### src/rtl/sme_feeder.sv
// Front end of the string-matching engine: buffers string/pattern items from a valid/ready
// byte stream and replays them to the SME as gap-free isstring/ispattern bursts.
module sme_feeder #(
  parameter int STR_MAX = 32,
  parameter int PAT_MAX = 8
) (
  input  logic       clk,
  input  logic       reset,
  input  logic       s_valid,
  output logic       s_ready,
  input  logic [7:0] s_data,
  input  logic       s_kind,
  input  logic       s_last,
  output logic [7:0] chardata,
  output logic       isstring,
  output logic       ispattern,
  input  logic       sme_valid,
  input  logic       sme_match,
  input  logic [4:0] sme_index,
  output logic       r_valid,
  output logic       r_match,
  output logic [4:0] r_index,
  output logic [7:0] r_pat_id,
  output logic       err_ovf,
  output logic [2:0] dbg_state
);

  // Handshake: a byte moves on a rising edge where s_valid && s_ready are both high;
  // s_ready is registered and only high in IDLE/LOAD, so the source may hold s_valid freely.

  localparam int SW = $clog2(STR_MAX);
  localparam int PW = $clog2(PAT_MAX);
  localparam logic [5:0] STR_MAX_W = 6'(STR_MAX);
  localparam logic [5:0] PAT_MAX_W = 6'(PAT_MAX);

  typedef enum logic [2:0] {
    ST_IDLE   = 3'd0,
    ST_LOAD   = 3'd1,
    ST_SEND_S = 3'd2,
    ST_SEND_P = 3'd3,
    ST_WAIT   = 3'd4
  } state_t;

  state_t      state_q, state_d;
  logic        kind_q, kind_d;
  logic [5:0]  wr_cnt_q, wr_cnt_d;
  logic [7:0]  str_q [STR_MAX];
  logic [7:0]  str_d [STR_MAX];
  logic [7:0]  pat_q [PAT_MAX];
  logic [7:0]  pat_d [PAT_MAX];
  logic [5:0]  str_len_q, str_len_d;
  logic [3:0]  pat_len_q, pat_len_d;
  logic        str_new_q, str_new_d;
  logic [7:0]  pat_id_q, pat_id_d;
  logic [5:0]  k_q, k_d;
  logic        s_ready_q, s_ready_d;
  logic [7:0]  chardata_q, chardata_d;
  logic        isstring_q, isstring_d;
  logic        ispattern_q, ispattern_d;
  logic        r_valid_q, r_valid_d;
  logic        r_match_q, r_match_d;
  logic [4:0]  r_index_q, r_index_d;
  logic [7:0]  r_pat_id_q, r_pat_id_d;
  logic        err_ovf_q, err_ovf_d;

  logic        beat;
  logic        cur_kind;
  logic [5:0]  base;
  logic        room;
  logic [5:0]  new_len;
  logic [5:0]  kn;

  always_comb begin
    state_d     = state_q;
    kind_d      = kind_q;
    wr_cnt_d    = wr_cnt_q;
    str_d       = str_q;
    pat_d       = pat_q;
    str_len_d   = str_len_q;
    pat_len_d   = pat_len_q;
    str_new_d   = str_new_q;
    pat_id_d    = pat_id_q;
    k_d         = k_q;
    chardata_d  = 8'd0;
    isstring_d  = 1'b0;
    ispattern_d = 1'b0;
    r_valid_d   = 1'b0;
    r_match_d   = r_match_q;
    r_index_d   = r_index_q;
    r_pat_id_d  = r_pat_id_q;
    err_ovf_d   = 1'b0;

    beat     = s_valid && s_ready_q;
    // Kind is only taken from the first beat; later beats reuse the latched value.
    cur_kind = (state_q == ST_IDLE) ? s_kind : kind_q;
    base     = (state_q == ST_IDLE) ? 6'd0 : wr_cnt_q;
    room     = cur_kind ? (base < PAT_MAX_W) : (base < STR_MAX_W);
    new_len  = base + {5'd0, room};
    kn       = k_q + 6'd1;

    case (state_q)
      ST_IDLE, ST_LOAD: begin
        if (beat) begin
          kind_d   = cur_kind;
          wr_cnt_d = new_len;
          if (room) begin
            if (cur_kind) pat_d[base[PW-1:0]] = s_data;
            else          str_d[base[SW-1:0]] = s_data;
          end else begin
            err_ovf_d = 1'b1;
          end
          if (s_last) begin
            if (!cur_kind) begin
              str_len_d = new_len;
              str_new_d = 1'b1;
              pat_id_d  = 8'd0;
              state_d   = ST_IDLE;
            end else begin
              pat_len_d = new_len[3:0];
              k_d       = 6'd0;
              if (str_new_q) begin
                state_d    = ST_SEND_S;
                isstring_d = 1'b1;
                chardata_d = str_q[0];
              end else begin
                // pat_d so a single-beat pattern sees the byte stored this cycle
                state_d     = ST_SEND_P;
                ispattern_d = 1'b1;
                chardata_d  = pat_d[0];
              end
            end
          end else begin
            state_d = ST_LOAD;
          end
        end
      end
      ST_SEND_S: begin
        if (k_q == str_len_q - 6'd1) begin
          // Pattern follows on the very next cycle: the SME reads a gap as end of pattern.
          state_d     = ST_SEND_P;
          str_new_d   = 1'b0;
          k_d         = 6'd0;
          ispattern_d = 1'b1;
          chardata_d  = pat_q[0];
        end else begin
          k_d        = kn;
          isstring_d = 1'b1;
          chardata_d = str_q[kn[SW-1:0]];
        end
      end
      ST_SEND_P: begin
        if (k_q == {2'b00, pat_len_q} - 6'd1) begin
          state_d = ST_WAIT;
        end else begin
          k_d         = kn;
          ispattern_d = 1'b1;
          chardata_d  = pat_q[kn[PW-1:0]];
        end
      end
      ST_WAIT: begin
        if (sme_valid) begin
          r_valid_d  = 1'b1;
          r_match_d  = sme_match;
          r_index_d  = sme_match ? sme_index : 5'd0;
          r_pat_id_d = pat_id_q;
          pat_id_d   = pat_id_q + 8'd1;
          state_d    = ST_IDLE;
        end
      end
      default: state_d = ST_IDLE;
    endcase

    s_ready_d = (state_d == ST_IDLE) || (state_d == ST_LOAD);
  end

  always_ff @(posedge clk or posedge reset) begin
    if (reset) begin
      state_q     <= ST_IDLE;
      kind_q      <= 1'b0;
      wr_cnt_q    <= 6'd0;
      for (int i = 0; i < STR_MAX; i++) str_q[i] <= 8'd0;
      for (int i = 0; i < PAT_MAX; i++) pat_q[i] <= 8'd0;
      str_len_q   <= 6'd0;
      pat_len_q   <= 4'd0;
      str_new_q   <= 1'b0;
      pat_id_q    <= 8'd0;
      k_q         <= 6'd0;
      s_ready_q   <= 1'b0;
      chardata_q  <= 8'd0;
      isstring_q  <= 1'b0;
      ispattern_q <= 1'b0;
      r_valid_q   <= 1'b0;
      r_match_q   <= 1'b0;
      r_index_q   <= 5'd0;
      r_pat_id_q  <= 8'd0;
      err_ovf_q   <= 1'b0;
    end else begin
      state_q     <= state_d;
      kind_q      <= kind_d;
      wr_cnt_q    <= wr_cnt_d;
      str_q       <= str_d;
      pat_q       <= pat_d;
      str_len_q   <= str_len_d;
      pat_len_q   <= pat_len_d;
      str_new_q   <= str_new_d;
      pat_id_q    <= pat_id_d;
      k_q         <= k_d;
      s_ready_q   <= s_ready_d;
      chardata_q  <= chardata_d;
      isstring_q  <= isstring_d;
      ispattern_q <= ispattern_d;
      r_valid_q   <= r_valid_d;
      r_match_q   <= r_match_d;
      r_index_q   <= r_index_d;
      r_pat_id_q  <= r_pat_id_d;
      err_ovf_q   <= err_ovf_d;
    end
  end

  assign s_ready   = s_ready_q;
  assign chardata  = chardata_q;
  assign isstring  = isstring_q;
  assign ispattern = ispattern_q;
  assign r_valid   = r_valid_q;
  assign r_match   = r_match_q;
  assign r_index   = r_index_q;
  assign r_pat_id  = r_pat_id_q;
  assign err_ovf   = err_ovf_q;
  assign dbg_state = state_q;

endmodule

### config.mk
export PLATFORM = sky130hd
export DESIGN_NAME = sme_feeder
export DESIGN_NICKNAME = d
export VERILOG_FILES = /design/src/rtl/sme_feeder.sv
export SDC_FILE = /design/constraint.sdc
export NUM_CORES = 1
export LEC_CHECK = 0
export BUFFER_PORTS_ARGS = -buffer_cell sky130_fd_sc_hd__buf_4
export CAP_MARGIN = 30
export CORE_ASPECT_RATIO = 0.9
export CORE_UTILIZATION = 45
export DETAILED_ROUTE_END_ITERATION = 7
export PLACE_DENSITY_LB_ADDON = 0.08
export SLEW_MARGIN = 20
export SYNTH_ARGS = -nofsm -noshare
export SYNTH_HDL_FRONTEND = slang
export SYNTH_SLANG_ARGS = --single-unit
### constraint.sdc
create_clock -name clk -period 23.3 [get_ports clk]
set_clock_uncertainty 0.1 [all_clocks]
set_input_delay 1.165 -clock clk [delete_from_list [all_inputs] [get_ports clk]]
set_output_delay 1.165 -clock clk [all_outputs]
set_load 0.1 [all_outputs]
* Word-level counts from Yosys, hierarchy flattened
Cells that the tools add are included.
** Operators by class
- Add/sub/neg operators :: 5
- $lt $le $gt $ge :: 8
- Equal/unequal tests :: 14
- Multiplexer cells :: 67
- Bitwise logic cells :: 5
- Reductions and logical operators :: 19
** Operators with widths (count)
- bitwise mux 256 bit :: 1
- 2-to-1 mux 64 bit :: 2
- 2-to-1 mux 8 bit :: 16
- bitwise mux 64 bit :: 1
- binary-select mux 8 bit (select 5 bit) :: 1
- demux 8 bit (select 5 bit) :: 1
- 2-to-1 mux 6 bit :: 6
- binary-select mux 8 bit (select 3 bit) :: 1
- demux 8 bit (select 3 bit) :: 1
- case mux 8 bit (3 select lines) :: 1
- 2-to-1 mux 1 bit :: 23
- case mux 6 bit (3 select lines) :: 1
- case mux 8 bit (2 select lines) :: 1
- AND reduction 4 bit :: 4
- 2-to-1 mux 3 bit :: 5
- AND reduction 5 bit :: 3
- inequality test 2 bit (second input constant) :: 7
- == test 6 bit :: 2
- greater-or-equal comparator 6 bit (second input constant) :: 2
- NOT 5 -> 6 bit :: 2
- case mux 3 bit (4 select lines) :: 1
- adder 8 x 1 -> 8 bit (second input constant) :: 1
- greater-or-equal comparator 4 bit (second input constant) :: 2
- NOT 3 -> 4 bit :: 2
- 23 further kinds :: 31
** Word-level totals
- Register bits after elaboration :: 382

* Logic depth before layout (Yosys ltp)
Gate-level depths: netlist of the first run.
- Depth in word-level cells :: 15
- Mapped depth :: 12
- Depth with buffers taken out :: 9

* Worst setup path before layout of the first run
OpenSTA, ideal clock, no wires.
- Kind :: input-to-reg
- From :: input port s_valid
- To :: register pat_q[16] in the netlist's numbering
- Library setup time :: 0.125 ns
- Arrival time :: 2.899 ns
- Required time :: 23.075 ns
- Path slack :: 20.177 ns
- Stages :: 6
- Buffers on the path :: 1
- Cell sequence :: and4bb_4 -> nand4b_2 -> or4_1 -> buf_6 -> nor3b_4 -> mux2_2
** On the way
- Word-level cells in the longest chain between the ends :: 2
** RTL lines
- from (decl) :: RTL line 9 : input logic s_valid,
- logical AND 1 bit :: RTL line 93 : beat = s_valid && s_ready_q;
- AND reduction 4 bit (no source line)
- to (signal assigned) :: RTL line 202 : pat_q <= pat_d;
- to (decl) :: RTL line 49 : logic [7:0] pat_q [PAT_MAX];
Every way passes these cells.
A chain may end at the register's enable or synchronous reset.

* Worst setup path in the final report of the first run
- From :: register k_q[0]
- To :: register chardata_q[3], in the netlist chardata[3]
** On the way
- Word-level cells in the longest chain between the ends :: 7
- Elaborated cells between the ends (all ways) :: 14
- Those cells by class :: add/sub (1); eq/ne (2); mux (9); bitwise (2)
** RTL lines
- from (decl) :: RTL line 55 : logic [5:0] k_q, k_d;
- from (signal assigned) :: RTL line 207 : k_q <= k_d;
- adder 6 x 1 -> 6 bit :: RTL line 99 : kn = k_q + 6'd1;
- NOT 5 -> 6 bit (implied by the code) / NOT 3 -> 4 bit (equally long branches) :: RTL line 148, 157
- binary-select mux 8 bit (select 5 bit) / binary-select mux 8 bit (select 3 bit) (equally long branches) :: RTL line 148, 157
- 2-to-1 mux 8 bit, on equally long branches (2 in a row) :: RTL line 148, 157
- 2-to-1 mux 8 bit, on equally long branches :: RTL line 138, 152
- case mux 8 bit (3 select lines) * :: RTL line 101 : case (state_q)
- via chardata_d[3] :: RTL line 57 : logic [7:0] chardata_q, chardata_d;
- to (signal assigned) :: RTL line 209 : chardata_q <= chardata_d;
- to (decl) :: RTL line 57
The timed path passes the listed nets; every way through them passes the cells marked *. The select of a mux whose other input is x is not followed.

==> results of run 1 <==
power by group through the flow:
stage               registers (W)  logic, W  clock network (W)
floorplan                0.000897  0.000529                  0
global placement         0.000881  0.000733                  0
detailed placement       0.000883  0.000742                  0
CTS                      0.000872  0.000744           0.000681
global route             0.000886  0.000799           0.000705
finish                   0.000872  0.000738           0.000664
registers in the layout, summed over array words and instances, names as in the netlist:
register   cells
str_q        256
pat_q         64
chardata       8
pat_id_q       8
r_pat_id       8
k_q            6
str_len_q      6
wr_cnt_q       6
r_index        5
pat_len_q      4
dbg_state      3
err_ovf        1
ispattern      1
isstring       1
kind_q         1
r_match        1
r_valid        1
s_ready        1
str_new_q      1
worst max path at each step:
stage	slack (ns)	startpoint	depth (start not counted)	endpoint
final	19.34	k_q[0]$_DFFE_PP0P_	8	chardata[3]$_DFF_PP0_
after floorplan	11.42	reset	1	chardata[0]$_DFF_PP0_
after detailed placement	19.21	k_q[0]$_DFFE_PP0P_	8	chardata[3]$_DFF_PP0_
after CTS	19.21	k_q[0]$_DFFE_PP0P_	8	chardata[3]$_DFF_PP0_
after global placement	19.25	k_q[0]$_DFFE_PP0P_	8	chardata[5]$_DFF_PP0_
after global routing	19.01	k_q[0]$_DFFE_PP0P_	8	chardata[3]$_DFF_PP0_
cell usage after synthesis (6+ instances only):
| cell | count |
|---|---|
| sky130_fd_sc_hd__inv_1 | 24 |
| sky130_fd_sc_hd__mux4_2 | 80 |
| sky130_fd_sc_hd__mux2i_1 | 26 |
| sky130_fd_sc_hd__nand2b_1 | 6 |
| sky130_fd_sc_hd__buf_2 | 22 |
| sky130_fd_sc_hd__nand2_1 | 153 |
| sky130_fd_sc_hd__clkbuf_1 | 66 |
| sky130_fd_sc_hd__dfrtp_1 | 382 |
| sky130_fd_sc_hd__nor3_1 | 9 |
| sky130_fd_sc_hd__xor2_1 | 17 |
| sky130_fd_sc_hd__a222oi_1 | 8 |
| sky130_fd_sc_hd__nand2_2 | 7 |
| sky130_fd_sc_hd__nand3_1 | 35 |
| sky130_fd_sc_hd__o2111ai_1 | 10 |
| sky130_fd_sc_hd__or3_1 | 7 |
| sky130_fd_sc_hd__nor2_2 | 8 |
| sky130_fd_sc_hd__mux2_2 | 313 |
| sky130_fd_sc_hd__o21ai_0 | 40 |
| sky130_fd_sc_hd__xnor2_1 | 9 |
| sky130_fd_sc_hd__nor2_1 | 29 |
| sky130_fd_sc_hd__a21oi_1 | 19 |
| sky130_fd_sc_hd__o31ai_1 | 8 |
| sky130_fd_sc_hd__ha_1 | 6 |
| sky130_fd_sc_hd__buf_1 | 6 |
critical path: stages, from the launching register on:
cell                        delay, ns
sky130_fd_sc_hd__dfrtp_4         0.93
sky130_fd_sc_hd__ha_4            0.65
sky130_fd_sc_hd__buf_4           0.56
sky130_fd_sc_hd__inv_2           0.39
sky130_fd_sc_hd__mux4_2          0.43
sky130_fd_sc_hd__mux2i_1         0.07
sky130_fd_sc_hd__a222oi_1        0.40
sky130_fd_sc_hd__nand3_1         0.13
sky130_fd_sc_hd__o2111ai_1       0.14
area by class of cell:
class / count / area [sq um] / share of cell area, %
clock buffer: 58 / 1210 / 5.97
clock inverter: 18 / 163 / 0.801
inverter: 26 / 105 / 0.518
multi-input combinational: 852 / 8100 / 39.9
sequential: 382 / 9560 / 47.1
tap: 532 / 666 / 3.28
timing repair buffer: 66 / 503 / 2.48
metrics by stage:
step / hold WS (ns) / worst slack (ns) / utilization (%) / cells
3_5_place_dp: 0.357 / 19.21 / 47.7 / 1853
2_1_floorplan: 0.353 / 11.42 / - / 1357
3_3_place_gp: 0.353 / 19.25 / 47.6 / 1849
5_1_grt: 0.389 / 19.01 / 51.2 / 1934
6_report: 0.366 / 19.34 / 51.2 / 1934
4_1_cts: 0.371 / 19.21 / 51.2 / 1929
per-layer routing:
metal / wire length, um / vias up / share of wire, % / track usage, %
li1: - / 4940 / - / -
met1: 21000 / 5794 / 47 / 33.0
met2: 20200 / 201 / 46 / 33.8
met3: 2030 / 64 / 4.6 / 4.26
met4: 1040 / 0 / 2.3 / 7.20
met5: 0 / - / 0 / 0
cells by family after synthesis:
family                     count (synthesis)  share of synthesized area, %
muxes                                    420                          30.9
DFF                                      382                          52.7
and+or+nand+nor                          290                          7.91
buffers and inverters                    123                          2.82
AOI/OAI and AO/OA                        110                          3.96
xor gates and xnor gates                  26                          1.26
adders and majority gates                  6                         0.414
==> PnR_summary.wiki, run 1 <==
{| class="wikitable"
! Metric !! Value
|-
| Reg-to-reg critical path endpoint || chardata[3]$_DFF_PP0_
|-
| Placeable core area || 39600 sq um
|-
| Peak supply drop || 0.0000807 V
|-
| Number of pins with negative max-slew slack in the final report || 0
|-
| Antenna violations before repair || 0
|-
| Number of instances on the worst hold path || 2
|-
| Clock buffer count from CTS || 42
|-
| Library cell occupying the most area in the post-synthesis netlist || sky130_fd_sc_hd__dfrtp_1
|-
| FMAX || 253 MHz
|-
| Vias || 11000
|-
| Critical Path Fanout Max || 39
|-
| TritonCTS clock tree || done
|-
| Area growth from synthesis to layout || 12.1%
|-
| Setup tns final || 0 ns
|-
| # diodes || 0
|-
| Count of filler cells inserted in the layout || 3437
|-
| Cell Int Power || 0.00145 W
|-
| Most used cells in the layout excluding fill and tap cells || sky130_fd_sc_hd__dfrtp_1 (381), sky130_fd_sc_hd__mux2_2 (313), sky130_fd_sc_hd__nand2_1 (153)
|-
| Final nets || 1396
|-
| Power per unit of standard cell area || 112 nW/um^2
|-
| Slack of the worst reg-to-reg path || 19.34 ns
|-
| DRC viols || 0
|-
| Proportion of power drawn by flip-flops and latches || 38.3%
|-
| Fraction of layout cells with a size suffix above 1 || 40.2%
|-
| I/O pin total || 50
|-
| Status || completed
|-
| DR iter-0 viols || 751
|-
| Row count || 69
|-
| Net Switching || 0.000822 W
|-
| Router iterations before antenna repair || 5
|-
| Total clock sinks || 382
|-
| HP Class || register to register
|-
| Worst Path Class, Setup || register to register
|-
| Startpoint of the lowest-slack register-to-register path || k_q[0]$_DFFE_PP0P_
|-
| Total wire length after detailed routing || 44.2 mm
|-
| Post-synthesis async set-or-reset flop share || 100%
|-
| Number of buffers between clock root and the deepest sink || 3
|-
| ANT nets after route || 0
|-
| Die Footprint || 41100 sq um
|-
| Fraction of synthesized cell area taken by the top area cell type || 52.7%
|-
| Final instance area || 20300 sq um
|-
| Synth top area cells || sky130_fd_sc_hd__dfrtp_1 (53%), sky130_fd_sc_hd__mux2_2 (19%), sky130_fd_sc_hd__mux4_2 (9.9%)
|-
| Static leakage || 9.59 nW
|-
| Part of the total power dissipated in the clock network || 29.2%
|-
| Vias per Instance || 5.69
|-
| Cell area after synthesis || 18100 sq um
|-
| Placed Instance Area || 18900 sq um
|-
| #FFs+latches synth || 382
|-
| Hold Path End || r_index[1]$_DFFE_PP0P_
|-
| Seq/Total Area, Yosys || 52.7%
|-
| Share of the cycle needed by the critical path after routing || 17.0%
|-
| Cts hold-fix bufs || 0
|-
| Count of mapped cells out of synthesis || 1357
|-
| Global-route wire length before repair || 68.9 mm
|-
| Final critical path time including I/O delays and setup || 3.96 ns
|-
| WL per Instance || 22.9 um
|-
| Number of levels in the clock H-tree || 2
|-
| Post-synth top flop || sky130_fd_sc_hd__dfrtp_1
|-
| DP HPWL || 27.9 mm
|-
| Total track usage || 22.6%
|-
| R2r worst-path depth || 8
|-
| Syn. warnings || 0
|-
| Switching fraction of total power || 36.2%
|-
| Max cap viols || 0
|-
| Die Span X || 214 um
|-
| RD Place Congestion || 0.818
|-
| Reg clk slew, reported paths || 0.06 ns
|-
| Overflow left after global routing || 0
|-
| Mean Syn Cell Area || 13.4 sq um
|-
| Hold path start || r_index[1]$_DFFE_PP0P_
|-
| Quantity of I/O buffers inserted on ports || 49
|-
| Post-Synthesis Net Count || 1383
|-
| Total Power Consumption || 0.00227 W
|-
| Slew at the pin closest to its max-slew limit || 0.975 ns
|-
| Number of hold violations in the final report || 0
|-
| Number of global-route vias before repair || 11200
|-
| Category of the worst setup path capture point || register
|-
| Required time of the worst setup path || 23.68 ns
|-
| Final setup vio count || 0
|-
| Unique cell type count in the Yosys netlist || 59
|-
| Number of gates given a new drive strength after cts || 0
|-
| Fraction of power consumed by combinational cells || 32.5%
|-
| Number of enable flip-flop cells after synthesis || 0
|-
| Clk_lat worst skew || 0.58 ns
|-
| Post-CTS Setup Bufs || 0
|-
| Relative slew slack || 35.0%
|-
| Initial Util || 45.7%
|-
| CTS root buffer || sky130_fd_sc_hd__clkbuf_16
|-
| Kind of start point of the critical path || register
|-
| Arrival time worst endpoint || 4.34 ns
|-
| Maximum number of pins on one net before global-route repair || 165
|-
| Die Ht || 192 um
|-
| Most frequent standard cell in the layout excluding fill and tap cells || sky130_fd_sc_hd__dfrtp_1
|-
| Unrepaired setup endpoints after global routing || false
|}
Power figures use the tool's default switching activity.
==> run 2, diff against run 1 <==
==> constraint.sdc (replaced) <==
create_clock -name clk -period 4.07 [get_ports clk]
set_clock_uncertainty 0.1 [all_clocks]
set_input_delay 0.2035 -clock clk [delete_from_list [all_inputs] [get_ports clk]]
set_output_delay 0.2035 -clock clk [all_outputs]
set_load 0.1 [all_outputs]
==> PnR_summary.wiki, run 2 (same netlist as run 1, synthesis figures left out) <==
{| class="wikitable"
! Metric !! Value
|-
| Critical-path cell with the highest stage delay || sky130_fd_sc_hd__or4_1 (was sky130_fd_sc_hd__dfrtp_4)
|-
| Number of instances on the worst hold path || 4 (was 2)
|-
| Number of gates given a new drive strength after cts || 0 (unchanged)
|-
| Critical Path Fanout Max || 15 (was 39)
|-
| Max cap viols || 0 (unchanged)
|-
| Total wire length after detailed routing || 44.4 mm (was 44.2 mm)
|-
| Most used cells in the layout excluding fill and tap cells || sky130_fd_sc_hd__dfrtp_1 (381), sky130_fd_sc_hd__mux2_2 (313), sky130_fd_sc_hd__nand2_1 (153) (unchanged)
|-
| WL per Instance || 22.7 um (was 22.9 um)
|-
| Kind of start point of the critical path || register (unchanged)
|-
| I/O pin total || 50 (unchanged)
|-
| Placeable core area || 39600 sq um (unchanged)
|-
| Hold path start || s_valid (was r_index[1]$_DFFE_PP0P_)
|-
| Unrepaired setup endpoints after global routing || false (unchanged)
|-
| Total clock sinks || 382 (unchanged)
|-
| Most frequent standard cell in the layout excluding fill and tap cells || sky130_fd_sc_hd__dfrtp_1 (unchanged)
|-
| Finished Core Util || 51.8% (was 51.2%)
|-
| Vias || 11100 (was 11000)
|-
| Slew at the pin closest to its max-slew limit || 0.908 ns (was 0.975 ns)
|-
| Row count || 69 (unchanged)
|-
| Antenna violations before repair || 1 (was 0)
|-
| DRC viols || 0 (unchanged)
|-
| Total track usage || 22.6% (about the same)
|-
| ANT nets after route || 0 (unchanged)
|-
| Final critical path time including I/O delays and setup || 3.16 ns (was 3.96 ns)
|-
| Status || completed (unchanged)
|-
| Worst setup slack after placement || 0.928 ns (was 19.21 ns)
|-
| RD Place Congestion || 0.811 (was 0.818)
|-
| TritonCTS clock tree || done (unchanged)
|-
| Required time of the worst setup path || 4.40 ns (was 23.68 ns)
|-
| Number of flip-flops in the largest register || 256 (unchanged)
|-
| Peak supply drop || 0.000536 V (was 0.0000807 V)
|-
| Area growth from synthesis to layout || 13.3% (was 12.1%)
|-
| R2r worst-path depth || 5 (was 8)
|-
| Global-route wire length before repair || 69.7 mm (was 68.9 mm)
|-
| # diodes || 0 (unchanged)
|-
| Placed Instance Area || 19000 sq um (was 18900 sq um)
|-
| Clock buffer count from CTS || 42 (unchanged)
|-
| Relative slew slack || 39.2% (was 35.0%)
|-
| Vias per Instance || 5.67 (was 5.69)
|-
| Die Span X || 214 um (unchanged)
|-
| Power per unit of standard cell area || 639 nW/um^2 (was 112 nW/um^2)
|-
| Largest regs || str_q x256, pat_q x64 (unchanged)
|-
| Share of the cycle needed by the critical path after routing || 77.5% (was 17.0%)
|-
| Arrival time worst endpoint || 3.49 ns (was 4.34 ns)
|-
| Number of hold violations in the final report || 0 (unchanged)
|-
| Chain of cells forming the critical path || or3_1, nand4b_2, or4_1, nor3b_4, mux2_2 (was ha_4, buf_4, inv_2, mux4_2, mux2i_1, a222oi_1, nand3_1, o2111ai_1)
|-
| DP HPWL || 27.7 mm (was 27.9 mm)
|-
| Fraction of layout cells with a size suffix above 1 || 39.9% (was 40.2%)
|-
| FMAX || 317 MHz (was 253 MHz)
|-
| DR iter-0 viols || 749 (was 751)
|-
| Slack of the worst reg-to-reg path || 0.91 ns (was 19.34 ns)
|-
| Number of buffers between clock root and the deepest sink || 3 (unchanged)
|-
| Final instance area || 20500 sq um (was 20300 sq um)
|-
| Final setup vio count || 0 (unchanged)
|-
| Reg clk slew, reported paths || 0.06 ns (about the same)
|-
| CTS root buffer || sky130_fd_sc_hd__clkbuf_16 (unchanged)
|-
| Worst Path Class, Setup || register to register (unchanged)
|-
| Maximum number of pins on one net before global-route repair || 92 (was 165)
|-
| Clk_lat worst skew || 0.54 ns (was 0.58 ns)
|-
| Peak per-stage delay on the critical path || 0.69 ns (was 0.93 ns)
|-
| Number of levels in the clock H-tree || 2 (unchanged)
|-
| Quantity of I/O buffers inserted on ports || 49 (unchanged)
|-
| HP Class || primary input to register (was register to register)
|-
| Initial Util || 45.7% (unchanged)
|-
| Overflow left after global routing || 0 (unchanged)
|-
| Category of the worst setup path capture point || register (unchanged)
|-
| Final nets || 1417 (was 1396)
|-
| Router iterations before antenna repair || 5 (unchanged)
|-
| Number of global-route vias before repair || 11200 (about the same)
|-
| Hold Path End || dbg_state[0]$_DFF_PP0_ (was r_index[1]$_DFFE_PP0P_)
|-
| Number of pins with negative max-slew slack in the final report || 0 (unchanged)
|-
| Die Footprint || 41100 sq um (unchanged)
|-
| Largest Register || str_q (unchanged)
|-
| Reg-to-reg critical path endpoint || pat_q[17]$_DFFE_PP0P_ (was chardata[3]$_DFF_PP0_)
|-
| Startpoint of the lowest-slack register-to-register path || dbg_state[0]$_DFF_PP0_ (was k_q[0]$_DFFE_PP0P_)
|-
| Die Ht || 192 um (unchanged)
|-
| Static leakage || 9.66 nW (was 9.59 nW)
|-
| PnR worst setup slack || 0.914 ns (was 19.34 ns)
|-
| Count of filler cells inserted in the layout || 3397 (was 3437)
|}
run 2: worst max path at each step:
stage                                start                      to  slack (ns)  depth (start not counted)
floorplan                            reset   chardata[0]$_DFF_PP0_       -1.37                          1
global placement    dbg_state[0]$_DFF_PP0_   pat_q[16]$_DFFE_PP0P_        0.99                          5
detailed placement  dbg_state[0]$_DFF_PP0_   pat_q[16]$_DFFE_PP0P_        0.93                          5
CTS                 dbg_state[0]$_DFF_PP0_   pat_q[17]$_DFFE_PP0P_        0.92                          5
global route        dbg_state[0]$_DFF_PP0_  str_q[147]$_DFFE_PP0P_        0.78                          5
finish              dbg_state[0]$_DFF_PP0_   pat_q[17]$_DFFE_PP0P_        0.91                          5
run 2: final cells by class:
cell class / count / area (sq um) / share of cell area, %
Multi-Input combinational cell: 852 / 8100 / 39.4
Clock buffer: 61 / 1180 / 5.76
Timing Repair Buffer: 87 / 768 / 3.74
Sequential cell: 382 / 9560 / 46.6
Tap cell: 532 / 666 / 3.24
Clock inverter: 14 / 158 / 0.768
Inverter: 26 / 101 / 0.494
run 2: worst max-delay path, delay by kind of cell, from the launching register on:
kind,cells,cell delay [ns]
simple gates,4,1.98
flops,1,0.55
mux,1,0.40
run 2: where the power goes:
part           leakage, nW  switching (W)  total (W)  internal (W)
Combinational         3.78        0.00269    0.00448       0.00179
Clock                0.654        0.00154    0.00375       0.00221
Sequential            5.23       0.000521    0.00488       0.00436
run 2: per-layer routing:
layer	track usage [%]	wire, um	up-vias
met1	33.9	21500	5851
met4	4.70	675	0
met3	3.82	1920	50
met5	0	0	-
li1	-	-	4998
met2	34.5	20300	188
run 2: stage by stage:
| stage | total power, W | hold WS (ns) | TNS [ns] | std cells |
|---|---|---|---|---|
| final | 0.0131 | 0.0369 | 0 | 1954 |
| after global placement | 0.00941 | 0.335 | 0 | 1865 |
| after detailed placement | 0.00945 | 0.339 | 0 | 1865 |
| after CTS | 0.0133 | 0.0141 | 0 | 1951 |
| after global routing | 0.0138 | 0.0550 | 0 | 1954 |
| after floorplan | 0.00817 | 0.209 | -522.38 | 1357 |
run 2: what timing repair did:
item,in CTS,in global routing
buffers inserted,0,0
hold buffers,11,0
hold endpoints to repair,36,0
